[src/rtl/tl_ul_arb2_if.sv]
// TileLink-UL/UH link bundle (A and D channels) for one point-to-point hop.
// The master modport is the side that issues A requests and accepts D responses.
interface tl_ul_arb2_if #(
  parameter int ADDR_W = 26,
  parameter int DATA_W = 32,
  parameter int SRC_W  = 2
);
  logic                  a_valid;
  logic                  a_ready;
  logic [2:0]            a_opcode;
  logic [2:0]            a_param;
  logic [2:0]            a_size;
  logic [SRC_W-1:0]      a_source;
  logic [ADDR_W-1:0]     a_address;
  logic [DATA_W/8-1:0]   a_mask;
  logic [DATA_W-1:0]     a_data;
  logic                  a_corrupt;

  logic                  d_valid;
  logic                  d_ready;
  logic [2:0]            d_opcode;
  logic [1:0]            d_param;
  logic [2:0]            d_size;
  logic [SRC_W-1:0]      d_source;
  logic                  d_sink;
  logic                  d_denied;
  logic                  d_corrupt;
  logic [DATA_W-1:0]     d_data;

  modport master (
    output a_valid, a_opcode, a_param, a_size, a_source, a_address, a_mask, a_data, a_corrupt,
    input  a_ready,
    input  d_valid, d_opcode, d_param, d_size, d_source, d_sink, d_denied, d_corrupt, d_data,
    output d_ready
  );

  modport slave (
    input  a_valid, a_opcode, a_param, a_size, a_source, a_address, a_mask, a_data, a_corrupt,
    output a_ready,
    output d_valid, d_opcode, d_param, d_size, d_source, d_sink, d_denied, d_corrupt, d_data,
    input  d_ready
  );
endinterface

[src/rtl/tl_ul_arb2.sv]
// Two-master TileLink-UL/UH arbiter onto one slave port.
// A channel: round-robin between masters, grant held across a stalled beat and
// locked for the remaining beats of a multi-beat Put. The slave source gets the
// owner index prepended; D responses are steered back by that bit.
//
// state    | meaning
// ST_IDLE  | free arbitration (round-robin on contention)
// ST_HOLD  | a beat from owner_q is presented but not yet accepted
// ST_BURST | owner_q is mid Put burst, beats_left_q beats still to come
module tl_ul_arb2 #(
  parameter int ADDR_W = 26,
  parameter int DATA_W = 32,
  parameter int SRC_W  = 2
) (
  input  logic         clock,
  input  logic         reset_n,
  tl_ul_arb2_if.slave  m0_if,
  tl_ul_arb2_if.slave  m1_if,
  tl_ul_arb2_if.master s_if
);

  localparam logic [2:0] LGB            = 3'd2;
  localparam logic [2:0] OP_PUT_FULL    = 3'd0;
  localparam logic [2:0] OP_PUT_PARTIAL = 3'd1;

  typedef enum logic [1:0] {
    ST_IDLE  = 2'd0,
    ST_HOLD  = 2'd1,
    ST_BURST = 2'd2
  } state_e;

  state_e     state_q, state_d;
  logic       owner_q, owner_d;
  logic [7:0] beats_left_q, beats_left_d;
  logic       rr_last_q, rr_last_d;

  logic       grant;
  logic       a_valid;
  logic       a_fire;
  logic [2:0] a_opcode;
  logic [2:0] a_size;
  logic       is_burst;
  logic [8:0] burst_span;

  // Grant: sticky owner while held or locked, else lone requester, else round-robin.
  always_comb begin
    grant = ~rr_last_q;
    case (state_q)
      ST_HOLD, ST_BURST: grant = owner_q;
      default: begin
        if (m0_if.a_valid != m1_if.a_valid) grant = m1_if.a_valid;
      end
    endcase
  end

  assign a_valid  = grant ? m1_if.a_valid  : m0_if.a_valid;
  assign a_opcode = grant ? m1_if.a_opcode : m0_if.a_opcode;
  assign a_size   = grant ? m1_if.a_size   : m0_if.a_size;
  assign a_fire   = a_valid & s_if.a_ready;

  assign s_if.a_valid   = a_valid;
  assign s_if.a_opcode  = a_opcode;
  assign s_if.a_param   = grant ? m1_if.a_param   : m0_if.a_param;
  assign s_if.a_size    = a_size;
  assign s_if.a_source  = {grant, (grant ? m1_if.a_source : m0_if.a_source)};
  assign s_if.a_address = grant ? m1_if.a_address : m0_if.a_address;
  assign s_if.a_mask    = grant ? m1_if.a_mask    : m0_if.a_mask;
  assign s_if.a_data    = grant ? m1_if.a_data    : m0_if.a_data;
  assign s_if.a_corrupt = grant ? m1_if.a_corrupt : m0_if.a_corrupt;

  assign m0_if.a_ready = s_if.a_ready & ~grant;
  assign m1_if.a_ready = s_if.a_ready &  grant;

  // Beats in a burst = 2^(size-LGB); only meaningful when size > LGB.
  assign is_burst   = ((a_opcode == OP_PUT_FULL) || (a_opcode == OP_PUT_PARTIAL)) && (a_size > LGB);
  assign burst_span = 9'd1 << (a_size - LGB);

  // Next-state: burst countdown, first-beat lock/round-robin update, stall hold.
  always_comb begin
    state_d      = state_q;
    owner_d      = owner_q;
    beats_left_d = beats_left_q;
    rr_last_d    = rr_last_q;
    case (state_q)
      ST_BURST: begin
        if (a_fire) begin
          beats_left_d = beats_left_q - 8'd1;
          if (beats_left_q == 8'd1) state_d = ST_IDLE;
        end
      end
      default: begin
        if (a_fire) begin
          rr_last_d = grant;
          state_d   = ST_IDLE;
          if (is_burst) begin
            state_d      = ST_BURST;
            owner_d      = grant;
            beats_left_d = 8'(burst_span - 9'd1);
          end
        end else if (a_valid) begin
          state_d = ST_HOLD;
          owner_d = grant;
        end
      end
    endcase
  end

  // State register; reset drops any lock/hold and favours m0 on first contention.
  always_ff @(posedge clock or negedge reset_n) begin
    if (!reset_n) begin
      state_q      <= ST_IDLE;
      owner_q      <= 1'b0;
      beats_left_q <= 8'd0;
      rr_last_q    <= 1'b1;
    end else begin
      state_q      <= state_d;
      owner_q      <= owner_d;
      beats_left_q <= beats_left_d;
      rr_last_q    <= rr_last_d;
    end
  end

  // D channel is stateless: the top source bit names the master that asked.
  logic d_tag;
  assign d_tag = s_if.d_source[SRC_W];

  assign m0_if.d_valid = s_if.d_valid & ~d_tag;
  assign m1_if.d_valid = s_if.d_valid &  d_tag;
  assign s_if.d_ready  = d_tag ? m1_if.d_ready : m0_if.d_ready;

  assign m0_if.d_opcode  = s_if.d_opcode;
  assign m0_if.d_param   = s_if.d_param;
  assign m0_if.d_size    = s_if.d_size;
  assign m0_if.d_source  = s_if.d_source[SRC_W-1:0];
  assign m0_if.d_sink    = s_if.d_sink;
  assign m0_if.d_denied  = s_if.d_denied;
  assign m0_if.d_corrupt = s_if.d_corrupt;
  assign m0_if.d_data    = s_if.d_data;

  assign m1_if.d_opcode  = s_if.d_opcode;
  assign m1_if.d_param   = s_if.d_param;
  assign m1_if.d_size    = s_if.d_size;
  assign m1_if.d_source  = s_if.d_source[SRC_W-1:0];
  assign m1_if.d_sink    = s_if.d_sink;
  assign m1_if.d_denied  = s_if.d_denied;
  assign m1_if.d_corrupt = s_if.d_corrupt;
  assign m1_if.d_data    = s_if.d_data;

endmodule

[src/flat_wrapper.sv]
// flat-port wrapper written by rule: the top's interface ports become plain ports
module tl_ul_arb2_flat 
#(
  parameter int ADDR_W = 26,
  parameter int DATA_W = 32,
  parameter int SRC_W  = 2
)
  (clock, reset_n, m0_if_a_valid, m0_if_a_opcode, m0_if_a_param, m0_if_a_size, m0_if_a_source, m0_if_a_address, m0_if_a_mask, m0_if_a_data, m0_if_a_corrupt, m0_if_a_ready, m0_if_d_valid, m0_if_d_opcode, m0_if_d_param, m0_if_d_size, m0_if_d_source, m0_if_d_sink, m0_if_d_denied, m0_if_d_corrupt, m0_if_d_data, m0_if_d_ready, m1_if_a_valid, m1_if_a_opcode, m1_if_a_param, m1_if_a_size, m1_if_a_source, m1_if_a_address, m1_if_a_mask, m1_if_a_data, m1_if_a_corrupt, m1_if_a_ready, m1_if_d_valid, m1_if_d_opcode, m1_if_d_param, m1_if_d_size, m1_if_d_source, m1_if_d_sink, m1_if_d_denied, m1_if_d_corrupt, m1_if_d_data, m1_if_d_ready, s_if_a_valid, s_if_a_opcode, s_if_a_param, s_if_a_size, s_if_a_source, s_if_a_address, s_if_a_mask, s_if_a_data, s_if_a_corrupt, s_if_a_ready, s_if_d_valid, s_if_d_opcode, s_if_d_param, s_if_d_size, s_if_d_source, s_if_d_sink, s_if_d_denied, s_if_d_corrupt, s_if_d_data, s_if_d_ready);
  tl_ul_arb2_if #(.ADDR_W(ADDR_W), .DATA_W(DATA_W), .SRC_W(SRC_W)) m0_if_i ();
  tl_ul_arb2_if #(.ADDR_W(ADDR_W), .DATA_W(DATA_W), .SRC_W(SRC_W)) m1_if_i ();
  tl_ul_arb2_if #(.ADDR_W(ADDR_W), .DATA_W(DATA_W), .SRC_W(SRC_W)) s_if_i ();
  input  logic clock;
  input  logic reset_n;
  input wire logic [$bits(m0_if_i.a_valid)-1:0] m0_if_a_valid;
  input wire logic [$bits(m0_if_i.a_opcode)-1:0] m0_if_a_opcode;
  input wire logic [$bits(m0_if_i.a_param)-1:0] m0_if_a_param;
  input wire logic [$bits(m0_if_i.a_size)-1:0] m0_if_a_size;
  input wire logic [$bits(m0_if_i.a_source)-1:0] m0_if_a_source;
  input wire logic [$bits(m0_if_i.a_address)-1:0] m0_if_a_address;
  input wire logic [$bits(m0_if_i.a_mask)-1:0] m0_if_a_mask;
  input wire logic [$bits(m0_if_i.a_data)-1:0] m0_if_a_data;
  input wire logic [$bits(m0_if_i.a_corrupt)-1:0] m0_if_a_corrupt;
  output wire logic [$bits(m0_if_i.a_ready)-1:0] m0_if_a_ready;
  output wire logic [$bits(m0_if_i.d_valid)-1:0] m0_if_d_valid;
  output wire logic [$bits(m0_if_i.d_opcode)-1:0] m0_if_d_opcode;
  output wire logic [$bits(m0_if_i.d_param)-1:0] m0_if_d_param;
  output wire logic [$bits(m0_if_i.d_size)-1:0] m0_if_d_size;
  output wire logic [$bits(m0_if_i.d_source)-1:0] m0_if_d_source;
  output wire logic [$bits(m0_if_i.d_sink)-1:0] m0_if_d_sink;
  output wire logic [$bits(m0_if_i.d_denied)-1:0] m0_if_d_denied;
  output wire logic [$bits(m0_if_i.d_corrupt)-1:0] m0_if_d_corrupt;
  output wire logic [$bits(m0_if_i.d_data)-1:0] m0_if_d_data;
  input wire logic [$bits(m0_if_i.d_ready)-1:0] m0_if_d_ready;
  input wire logic [$bits(m1_if_i.a_valid)-1:0] m1_if_a_valid;
  input wire logic [$bits(m1_if_i.a_opcode)-1:0] m1_if_a_opcode;
  input wire logic [$bits(m1_if_i.a_param)-1:0] m1_if_a_param;
  input wire logic [$bits(m1_if_i.a_size)-1:0] m1_if_a_size;
  input wire logic [$bits(m1_if_i.a_source)-1:0] m1_if_a_source;
  input wire logic [$bits(m1_if_i.a_address)-1:0] m1_if_a_address;
  input wire logic [$bits(m1_if_i.a_mask)-1:0] m1_if_a_mask;
  input wire logic [$bits(m1_if_i.a_data)-1:0] m1_if_a_data;
  input wire logic [$bits(m1_if_i.a_corrupt)-1:0] m1_if_a_corrupt;
  output wire logic [$bits(m1_if_i.a_ready)-1:0] m1_if_a_ready;
  output wire logic [$bits(m1_if_i.d_valid)-1:0] m1_if_d_valid;
  output wire logic [$bits(m1_if_i.d_opcode)-1:0] m1_if_d_opcode;
  output wire logic [$bits(m1_if_i.d_param)-1:0] m1_if_d_param;
  output wire logic [$bits(m1_if_i.d_size)-1:0] m1_if_d_size;
  output wire logic [$bits(m1_if_i.d_source)-1:0] m1_if_d_source;
  output wire logic [$bits(m1_if_i.d_sink)-1:0] m1_if_d_sink;
  output wire logic [$bits(m1_if_i.d_denied)-1:0] m1_if_d_denied;
  output wire logic [$bits(m1_if_i.d_corrupt)-1:0] m1_if_d_corrupt;
  output wire logic [$bits(m1_if_i.d_data)-1:0] m1_if_d_data;
  input wire logic [$bits(m1_if_i.d_ready)-1:0] m1_if_d_ready;
  output wire logic [$bits(s_if_i.a_valid)-1:0] s_if_a_valid;
  output wire logic [$bits(s_if_i.a_opcode)-1:0] s_if_a_opcode;
  output wire logic [$bits(s_if_i.a_param)-1:0] s_if_a_param;
  output wire logic [$bits(s_if_i.a_size)-1:0] s_if_a_size;
  output wire logic [$bits(s_if_i.a_source)-1:0] s_if_a_source;
  output wire logic [$bits(s_if_i.a_address)-1:0] s_if_a_address;
  output wire logic [$bits(s_if_i.a_mask)-1:0] s_if_a_mask;
  output wire logic [$bits(s_if_i.a_data)-1:0] s_if_a_data;
  output wire logic [$bits(s_if_i.a_corrupt)-1:0] s_if_a_corrupt;
  input wire logic [$bits(s_if_i.a_ready)-1:0] s_if_a_ready;
  input wire logic [$bits(s_if_i.d_valid)-1:0] s_if_d_valid;
  input wire logic [$bits(s_if_i.d_opcode)-1:0] s_if_d_opcode;
  input wire logic [$bits(s_if_i.d_param)-1:0] s_if_d_param;
  input wire logic [$bits(s_if_i.d_size)-1:0] s_if_d_size;
  input wire logic [$bits(s_if_i.d_source)-1:0] s_if_d_source;
  input wire logic [$bits(s_if_i.d_sink)-1:0] s_if_d_sink;
  input wire logic [$bits(s_if_i.d_denied)-1:0] s_if_d_denied;
  input wire logic [$bits(s_if_i.d_corrupt)-1:0] s_if_d_corrupt;
  input wire logic [$bits(s_if_i.d_data)-1:0] s_if_d_data;
  output wire logic [$bits(s_if_i.d_ready)-1:0] s_if_d_ready;
  assign m0_if_i.a_valid = m0_if_a_valid;
  assign m0_if_i.a_opcode = m0_if_a_opcode;
  assign m0_if_i.a_param = m0_if_a_param;
  assign m0_if_i.a_size = m0_if_a_size;
  assign m0_if_i.a_source = m0_if_a_source;
  assign m0_if_i.a_address = m0_if_a_address;
  assign m0_if_i.a_mask = m0_if_a_mask;
  assign m0_if_i.a_data = m0_if_a_data;
  assign m0_if_i.a_corrupt = m0_if_a_corrupt;
  assign m0_if_a_ready = m0_if_i.a_ready;
  assign m0_if_d_valid = m0_if_i.d_valid;
  assign m0_if_d_opcode = m0_if_i.d_opcode;
  assign m0_if_d_param = m0_if_i.d_param;
  assign m0_if_d_size = m0_if_i.d_size;
  assign m0_if_d_source = m0_if_i.d_source;
  assign m0_if_d_sink = m0_if_i.d_sink;
  assign m0_if_d_denied = m0_if_i.d_denied;
  assign m0_if_d_corrupt = m0_if_i.d_corrupt;
  assign m0_if_d_data = m0_if_i.d_data;
  assign m0_if_i.d_ready = m0_if_d_ready;
  assign m1_if_i.a_valid = m1_if_a_valid;
  assign m1_if_i.a_opcode = m1_if_a_opcode;
  assign m1_if_i.a_param = m1_if_a_param;
  assign m1_if_i.a_size = m1_if_a_size;
  assign m1_if_i.a_source = m1_if_a_source;
  assign m1_if_i.a_address = m1_if_a_address;
  assign m1_if_i.a_mask = m1_if_a_mask;
  assign m1_if_i.a_data = m1_if_a_data;
  assign m1_if_i.a_corrupt = m1_if_a_corrupt;
  assign m1_if_a_ready = m1_if_i.a_ready;
  assign m1_if_d_valid = m1_if_i.d_valid;
  assign m1_if_d_opcode = m1_if_i.d_opcode;
  assign m1_if_d_param = m1_if_i.d_param;
  assign m1_if_d_size = m1_if_i.d_size;
  assign m1_if_d_source = m1_if_i.d_source;
  assign m1_if_d_sink = m1_if_i.d_sink;
  assign m1_if_d_denied = m1_if_i.d_denied;
  assign m1_if_d_corrupt = m1_if_i.d_corrupt;
  assign m1_if_d_data = m1_if_i.d_data;
  assign m1_if_i.d_ready = m1_if_d_ready;
  assign s_if_a_valid = s_if_i.a_valid;
  assign s_if_a_opcode = s_if_i.a_opcode;
  assign s_if_a_param = s_if_i.a_param;
  assign s_if_a_size = s_if_i.a_size;
  assign s_if_a_source = s_if_i.a_source;
  assign s_if_a_address = s_if_i.a_address;
  assign s_if_a_mask = s_if_i.a_mask;
  assign s_if_a_data = s_if_i.a_data;
  assign s_if_a_corrupt = s_if_i.a_corrupt;
  assign s_if_i.a_ready = s_if_a_ready;
  assign s_if_i.d_valid = s_if_d_valid;
  assign s_if_i.d_opcode = s_if_d_opcode;
  assign s_if_i.d_param = s_if_d_param;
  assign s_if_i.d_size = s_if_d_size;
  assign s_if_i.d_source = s_if_d_source;
  assign s_if_i.d_sink = s_if_d_sink;
  assign s_if_i.d_denied = s_if_d_denied;
  assign s_if_i.d_corrupt = s_if_d_corrupt;
  assign s_if_i.d_data = s_if_d_data;
  assign s_if_d_ready = s_if_i.d_ready;
  tl_ul_arb2 #(.ADDR_W(ADDR_W), .DATA_W(DATA_W), .SRC_W(SRC_W)) u_core (.clock(clock), .reset_n(reset_n), .m0_if(m0_if_i), .m1_if(m1_if_i), .s_if(s_if_i));
endmodule
[config.mk]
export PLATFORM = sky130hd
export DESIGN_NAME = tl_ul_arb2_flat
export DESIGN_NICKNAME = d
export VERILOG_FILES = /design/src/rtl/tl_ul_arb2_if.sv /design/src/rtl/tl_ul_arb2.sv /design/src/flat_wrapper.sv
export SDC_FILE = /design/constraint.sdc
export NUM_CORES = 1
export LEC_CHECK = 0
export ABC_AREA = 1
export CAP_MARGIN = 20
export CORE_AREA = 2 2 144 146
export CTS_CLUSTER_SIZE = 16
export DETAILED_ROUTE_END_ITERATION = 16
export DIE_AREA = 0 0 146 148
export REMOVE_ABC_BUFFERS = 1
export SLEW_MARGIN = 25
export SYNTH_ARGS = -nofsm -noshare
export SYNTH_HDL_FRONTEND = slang
export SYNTH_SLANG_ARGS = --single-unit
[constraint.sdc]
create_clock -name clock -period 3.6 [get_ports clock]
set_clock_uncertainty 0.2 [all_clocks]
set_input_delay 0.54 -clock clock [delete_from_list [all_inputs] [get_ports clock]]
set_output_delay 0.54 -clock clock [all_outputs]
set_load 0.02 [all_outputs]
Word-level counts from Yosys, hierarchy flattened. Cells that the tools add are included.

Add/subtract/negate cells: 3. Order comparisons: 1. Equality and inequality tests: 8. Shift-type cells: 1. Muxes and demuxes: 24. Bitwise gates (word level): 6. Reduce and logical (&&, ||, !) cells: 10.

Operators with widths (count): 2-to-1 mux 32 bit (1); 2-to-1 mux 8 bit (4); 2-to-1 mux 26 bit (1); subtractor 8 x 1 -> 8 bit, second input constant (2); 2-to-1 mux 2 bit (7); 2-to-1 mux 3 bit (3); equality test 8 x 1 -> 1 bit, second input constant (1); << shifter 1 x 3 -> 8 bit, first input constant (1); 2-to-1 mux 1 bit (7); AND reduction 3 bit (2); 2-to-1 mux 4 bit (1); inequality test 2 x 1 -> 1 bit, second input constant (2); AND reduction 2 bit (2); nonzero test 2 bit (2); bitwise AND 1 bit (3); equality test 3 x 1 -> 1 bit, second input constant (1); greater-than comparator 3 x 2 -> 1 bit, second input constant (1); zero test 3 bit (1); inverter 1 bit (3); subtractor 3 x 2 -> 3 bit, second input constant (1); equality test 2 x 1 -> 1 bit, second input constant (1); equality test 2 bit, second input constant (1); inequality test 2 bit, second input constant (1); OR reduction 2 bit (1); other kinds (3) (3).

Bits in registers: 12. Output and inout bits: 170.

Longest topological paths before layout.
Depth after elaboration: 10. Mapped depth: 18. Depth with buffers taken out: 17.

Least setup slack after synthesis. OpenSTA, ideal clock, no wires.

Kind: reg-to-reg. Start: register u_core.state_q[0]. End: register u_core.beats_left_q[2]. Arrival time: 2.145 ns. Data required time: 3.283 ns. Slack: 1.139 ns. Stages on the path, launching flop included: 15. Buffers on the path: 1. Path through: dfrtp_1 > inv_1 > ha_1 > or2_1 > buf_6 > nand2_8 > nand2_1 > o21ai_1 > ha_1 > inv_1 > nand4_1 > nand3_1 > nand2_1 > nand2_1 > nand2_1.

Word-level cells in the longest chain between the ends: 10. Elaborated cells on any way between the ends: 21. Those cells by class: add/sub: 2; order compare: 1; eq/ne: 3; shift: 1; mux: 7; bitwise: 1; reduce/logical: 6.

Ends and longest elaborated chain: start, declared (RTL line tl_ul_arb2.sv:32) `state_e state_q, state_d;`; start signal, assigned (RTL line tl_ul_arb2.sv:116) `state_q <= state_d;`; equality test 2 x 1 -> 1 bit or equality test 2 bit (tied branches) (RTL line tl_ul_arb2.sv:48) `case (state_q)`; OR reduction 2 bit * (RTL line tl_ul_arb2.sv:48); 2-to-1 mux 1 bit * (RTL line tl_ul_arb2.sv:48); 2-to-1 mux 3 bit * (RTL line tl_ul_arb2.sv:58) `assign a_size = grant ? m1_if.a_size : m0_if.a_size;`; named net s_if_a_size[1] (RTL line flat_wrapper.sv:57) `output wire logic [$bits(s_if_i.a_size)-1:0] s_if_a_size;`; subtractor 3 x 2 -> 3 bit (RTL line tl_ul_arb2.sv:76) `assign burst_span = 9'd1 << (a_size - LGB);`; << shifter 1 x 3 -> 8 bit (RTL line tl_ul_arb2.sv:76); subtractor 8 x 1 -> 8 bit (RTL line tl_ul_arb2.sv:98) `beats_left_d = 8'(burst_span - 9'd1);`; 2-to-1 mux 8 bit (RTL line tl_ul_arb2.sv:95) `if (is_burst) begin`; 2-to-1 mux 8 bit (RTL line tl_ul_arb2.sv:92) `if (a_fire) begin`; 2-to-1 mux 8 bit (RTL line tl_ul_arb2.sv:84) `case (state_q)`; end signal, assigned (RTL line tl_ul_arb2.sv:118) `beats_left_q <= beats_left_d;`; end, declared (RTL line tl_ul_arb2.sv:34) `logic [7:0] beats_left_q, beats_left_d;`.

The timed path passes the listed nets; every way through them passes the cells marked *. The select of a mux whose other input is x is not followed. A chain may end at the register's enable or synchronous reset.

Worst setup path in the final report.
Start: input m0_if_a_valid. End: output s_if_a_corrupt.

Word-level cells in the longest chain between the ends: 4.

Ends and longest elaborated chain: start, declared (RTL line flat_wrapper.sv:14) `input wire logic [$bits(m0_if_i.a_valid)-1:0] m0_if_a_valid;`; inequality test 1 bit (RTL line tl_ul_arb2.sv:51) `if (m0_if.a_valid != m1_if.a_valid) grant = m1_if.a_valid;`; 2-to-1 mux 1 bit (RTL line tl_ul_arb2.sv:51); 2-to-1 mux 1 bit (RTL line tl_ul_arb2.sv:48); 2-to-1 mux 1 bit (RTL line tl_ul_arb2.sv:69) `assign s_if.a_corrupt = grant ? m1_if.a_corrupt : m0_if.a_corrupt;`; end, declared (RTL line flat_wrapper.sv:62) `output wire logic [$bits(s_if_i.a_corrupt)-1:0] s_if_a_corrupt;`.

No other way between the ends.

==> impl_metrics.csv <==
group,metric,value,unit
cells_and_area,fin_area,0.004790,sq mm
cells_and_area,final_core_util,23.90,%
floorplanning,rows,52,
synthesis,synth_seq_cells,12,
global_routing,antenna_found_initial,1,
synthesis,async_flop_share,100.0,%
floorplanning,start_util,13.16,%
critical_path,setup.worst_path.start_class,"input port",
sta,fin_crit,3.350,ns
critical_path,critical_path_class,"input port to output pin",
sta,worstMarginPinSlew,0.5583,ns
critical_path,cp_data_required_time,2.86,ns
floorplanning,io_pins,371,
clocking,htree_levels,1,
placement,numPortBuffers,229,
global_routing,grt_pass1_wl,26.22,mm
synthesis,ys_seq_area_share,11.44,%
synthesis,synth-adder-area-share,2.373,%
synthesis,synth_top_family_by_area,"simple AND/OR/NAND/NOR gates",
route,vias,3351,
worst_hold_path,hp-class,"flop to flop",
clocking,post_cts_resized,0,
clocking,clkLatencyLatePin,0.24,ns
placement,place_congestion,0.8722,
cells_and_area,multi_input_area,0.001465,sq mm
synthesis,synth_edf_count,0,
cells_and_area,diodes,0,
cells_and_area,drive_gt1_share,9.268,%
route,drt-vias-per-instance,3.786,
synthesis,syn_area_per_cell,5.469,sq um
clocking,cts.sink_count,12,
sta,fmax,298.5,MHz
global_routing,grt_pass1_vias,3289,
placement,dp_hpwl,18.32,mm
critical_path,end_kind,"output pin",
cells_and_area,synthToLayoutAreaGrowth,81.68,%
sta,fin_setup_tns,0,ns
sta,rsz0062_at_grt,"false",
synthesis,ys_warn_count,0,
synthesis,synth_compound_area_share,3.227,%
clocking,cts_buffers,3,
power,vdd_drop_max,0.4976,mV
power,p_total,4.830,mW
power,p_leak,2.292,nW
cells_and_area,nNetsFinal,822,
route,routedWlPerCell,22.45,microns
clocking,hold_buffers,0,
synthesis,synth.area.mux_share,0,%
route,remaining_drc_errors,0,
clocking,cts_root_buffer,"clkbuf_16",
cells_and_area,seq_area,301.5,sq um
floorplanning,fp.dieW,146,microns
flow_run,cap_violations,0,
global_routing,grt_max_degree,32,
clocking,path_clk_slew,0.04,ns
route,drt_first_pass_iters,4,
synthesis,yosysUniqueCellTypes,30,
clocking,postCtsSetupBuffers,0,
synthesis,synth-xor-area-share,0.3322,%
power,powerDensity,1008,mW/mm^2
synthesis,synth-simple-area-share,49.36,%
route,drt-initial-drc-count,181,
sta,setup_viol,0,
outcome,status,"completed",
synthesis,syn_area,0.002636,sq mm
placement,dpl_cell_area,0.004701,sq mm
sta,period_share,93.07,%
critical_path,cp_max_fo,15,
sta,maxSlewHeadroom,62.66,%
critical_path,cp.arrival,2.61,ns
global_routing,grtUsageTotal,17.65,%
synthesis,synth_cells,482,
sta,maxSlewViolCount,0,
global_routing,overflow,0,
clocking,cts_max_path_buffers,2,
clocking,cts_tree,"built",
floorplanning,fp.dieH,148,microns
floorplanning,die-area,0.02161,sq mm
floorplanning,core-area,0.02004,sq mm
synthesis,synth-main-ff-cell,"dfrtp_1",
route,postRouteAntennaNets,0,
route,drt_wl_total,19.87,mm
cells_and_area,fillers,2293,
sta,hold_viol,0,
## cells by family after synthesis
family	count (synthesis)
simple gates	315
buf+inv	135
other cells	1
compound gates	13
flops	12
fa+ha+maj	5
xor+xnor	1
## cell type report
type | count | share of cell area (%)
clock buffers | 4 | 1.855
inverters | 25 | 2.011
repair buffers | 238 | 52.19
flip-flops and latches | 12 | 6.296
well taps | 270 | 7.053
multi-input cells | 336 | 30.59
## final timing paths
path                            depth (start not counted)  slack (ns)                           from                                  to
worst max-delay path                                   10        0.25                  m0_if_a_valid                      s_if_a_corrupt
worst min-delay path                                    2        0.27  u_core.state_q[0]$_DFFE_PN0P_       u_core.state_q[0]$_DFFE_PN0P_
worst max register to register                         13        0.93  u_core.state_q[1]$_DFFE_PN0P_  u_core.beats_left_q[5]$_DFFE_PN0P_
worst min register to register                          2        0.27  u_core.state_q[0]$_DFFE_PN0P_       u_core.state_q[0]$_DFFE_PN0P_
max in group asynchronous                               1        2.37                        reset_n        u_core.rr_last_q$_DFFE_PN1P_
min in group asynchronous                               1        0.46                        reset_n  u_core.beats_left_q[6]$_DFFE_PN0P_
## cells in the final DEF (no fill, tap or decap), drive strengths merged, types with 2 or more instances in the layout
| master | n |
|---|---|
| or2 | 2 |
| nand2 | 275 |
| inv | 25 |
| o21ai | 8 |
| nand3 | 16 |
| buf | 33 |
| nor3 | 3 |
| nand4 | 3 |
| clkbuf | 4 |
| dfrtp | 11 |
| a21oi | 3 |
| ha | 5 |
| clkdlybuf4s50 | 205 |
| nor2 | 15 |
| conb | 2 |
## through the flow
step	hold WS (ns)	worst slack, ns	instances
finish	0.2673	0.2495	885
CTS	0.2704	0.2243	885
floorplan	0.04441	0.8907	373
detailed placement	0.2597	0.2215	881
global route	0.2865	0.1096	885
global placement	0.2502	0.2471	881
## Yosys cell counts (2+ instances only)
master / n / area (sq um)
nand2_4: 3 / 33.78
dfrtp_1: 11 / 275.3
nor2_1: 13 / 48.80
buf_6: 2 / 22.52
a21oi_1: 2 / 10.01
ha_1: 5 / 62.56
nand3_1: 14 / 70.07
nand2_2: 6 / 37.54
nor3_1: 3 / 15.01
nand4_1: 3 / 18.77
nor2_4: 2 / 22.52
nand2_1: 265 / 994.7
buf_4: 93 / 698.2
inv_1: 24 / 90.09
o21ai_0: 6 / 30.03
nand3_2: 2 / 20.02
clkbuf_1: 15 / 56.30
## state kept, by name, indices dropped and copies added, names as in the netlist
| register | count |
|---|---|
| u_core.beats_left_q | 8 |
| u_core.state_q | 2 |
| u_core.owner_q | 1 |
| u_core.rr_last_q | 1 |
## critical path: stages
cell	delay, ns
clkdlybuf4s50_1	0.45
nor2_1	0.12
nor2_1	0.07
nand2_4	0.12
nand2_8	0.11
inv_4	0.21
buf_4	0.19
nand2_1	0.05
nand2_1	0.10
clkdlybuf4s50_1	0.64
## power breakdown
group / internal, mW / switching, mW
logic: 1.84 / 2.51
clock network: 0.168 / 0.0584
registers: 0.196 / 0.0515
## metal layers
metal | GRT usage [%] | part of all wire [%] | vias to the layer above
met2 | 27.38 | 42 | 324
li1 | - | - | 1623
met3 | 19.04 | 24 | 18
met4 | 1.845 | 1.4 | 4
met5 | 4.545 | 0.68 | -
met1 | 16.27 | 32 | 1382
No activity file was read; power rests on OpenSTA's default activity.
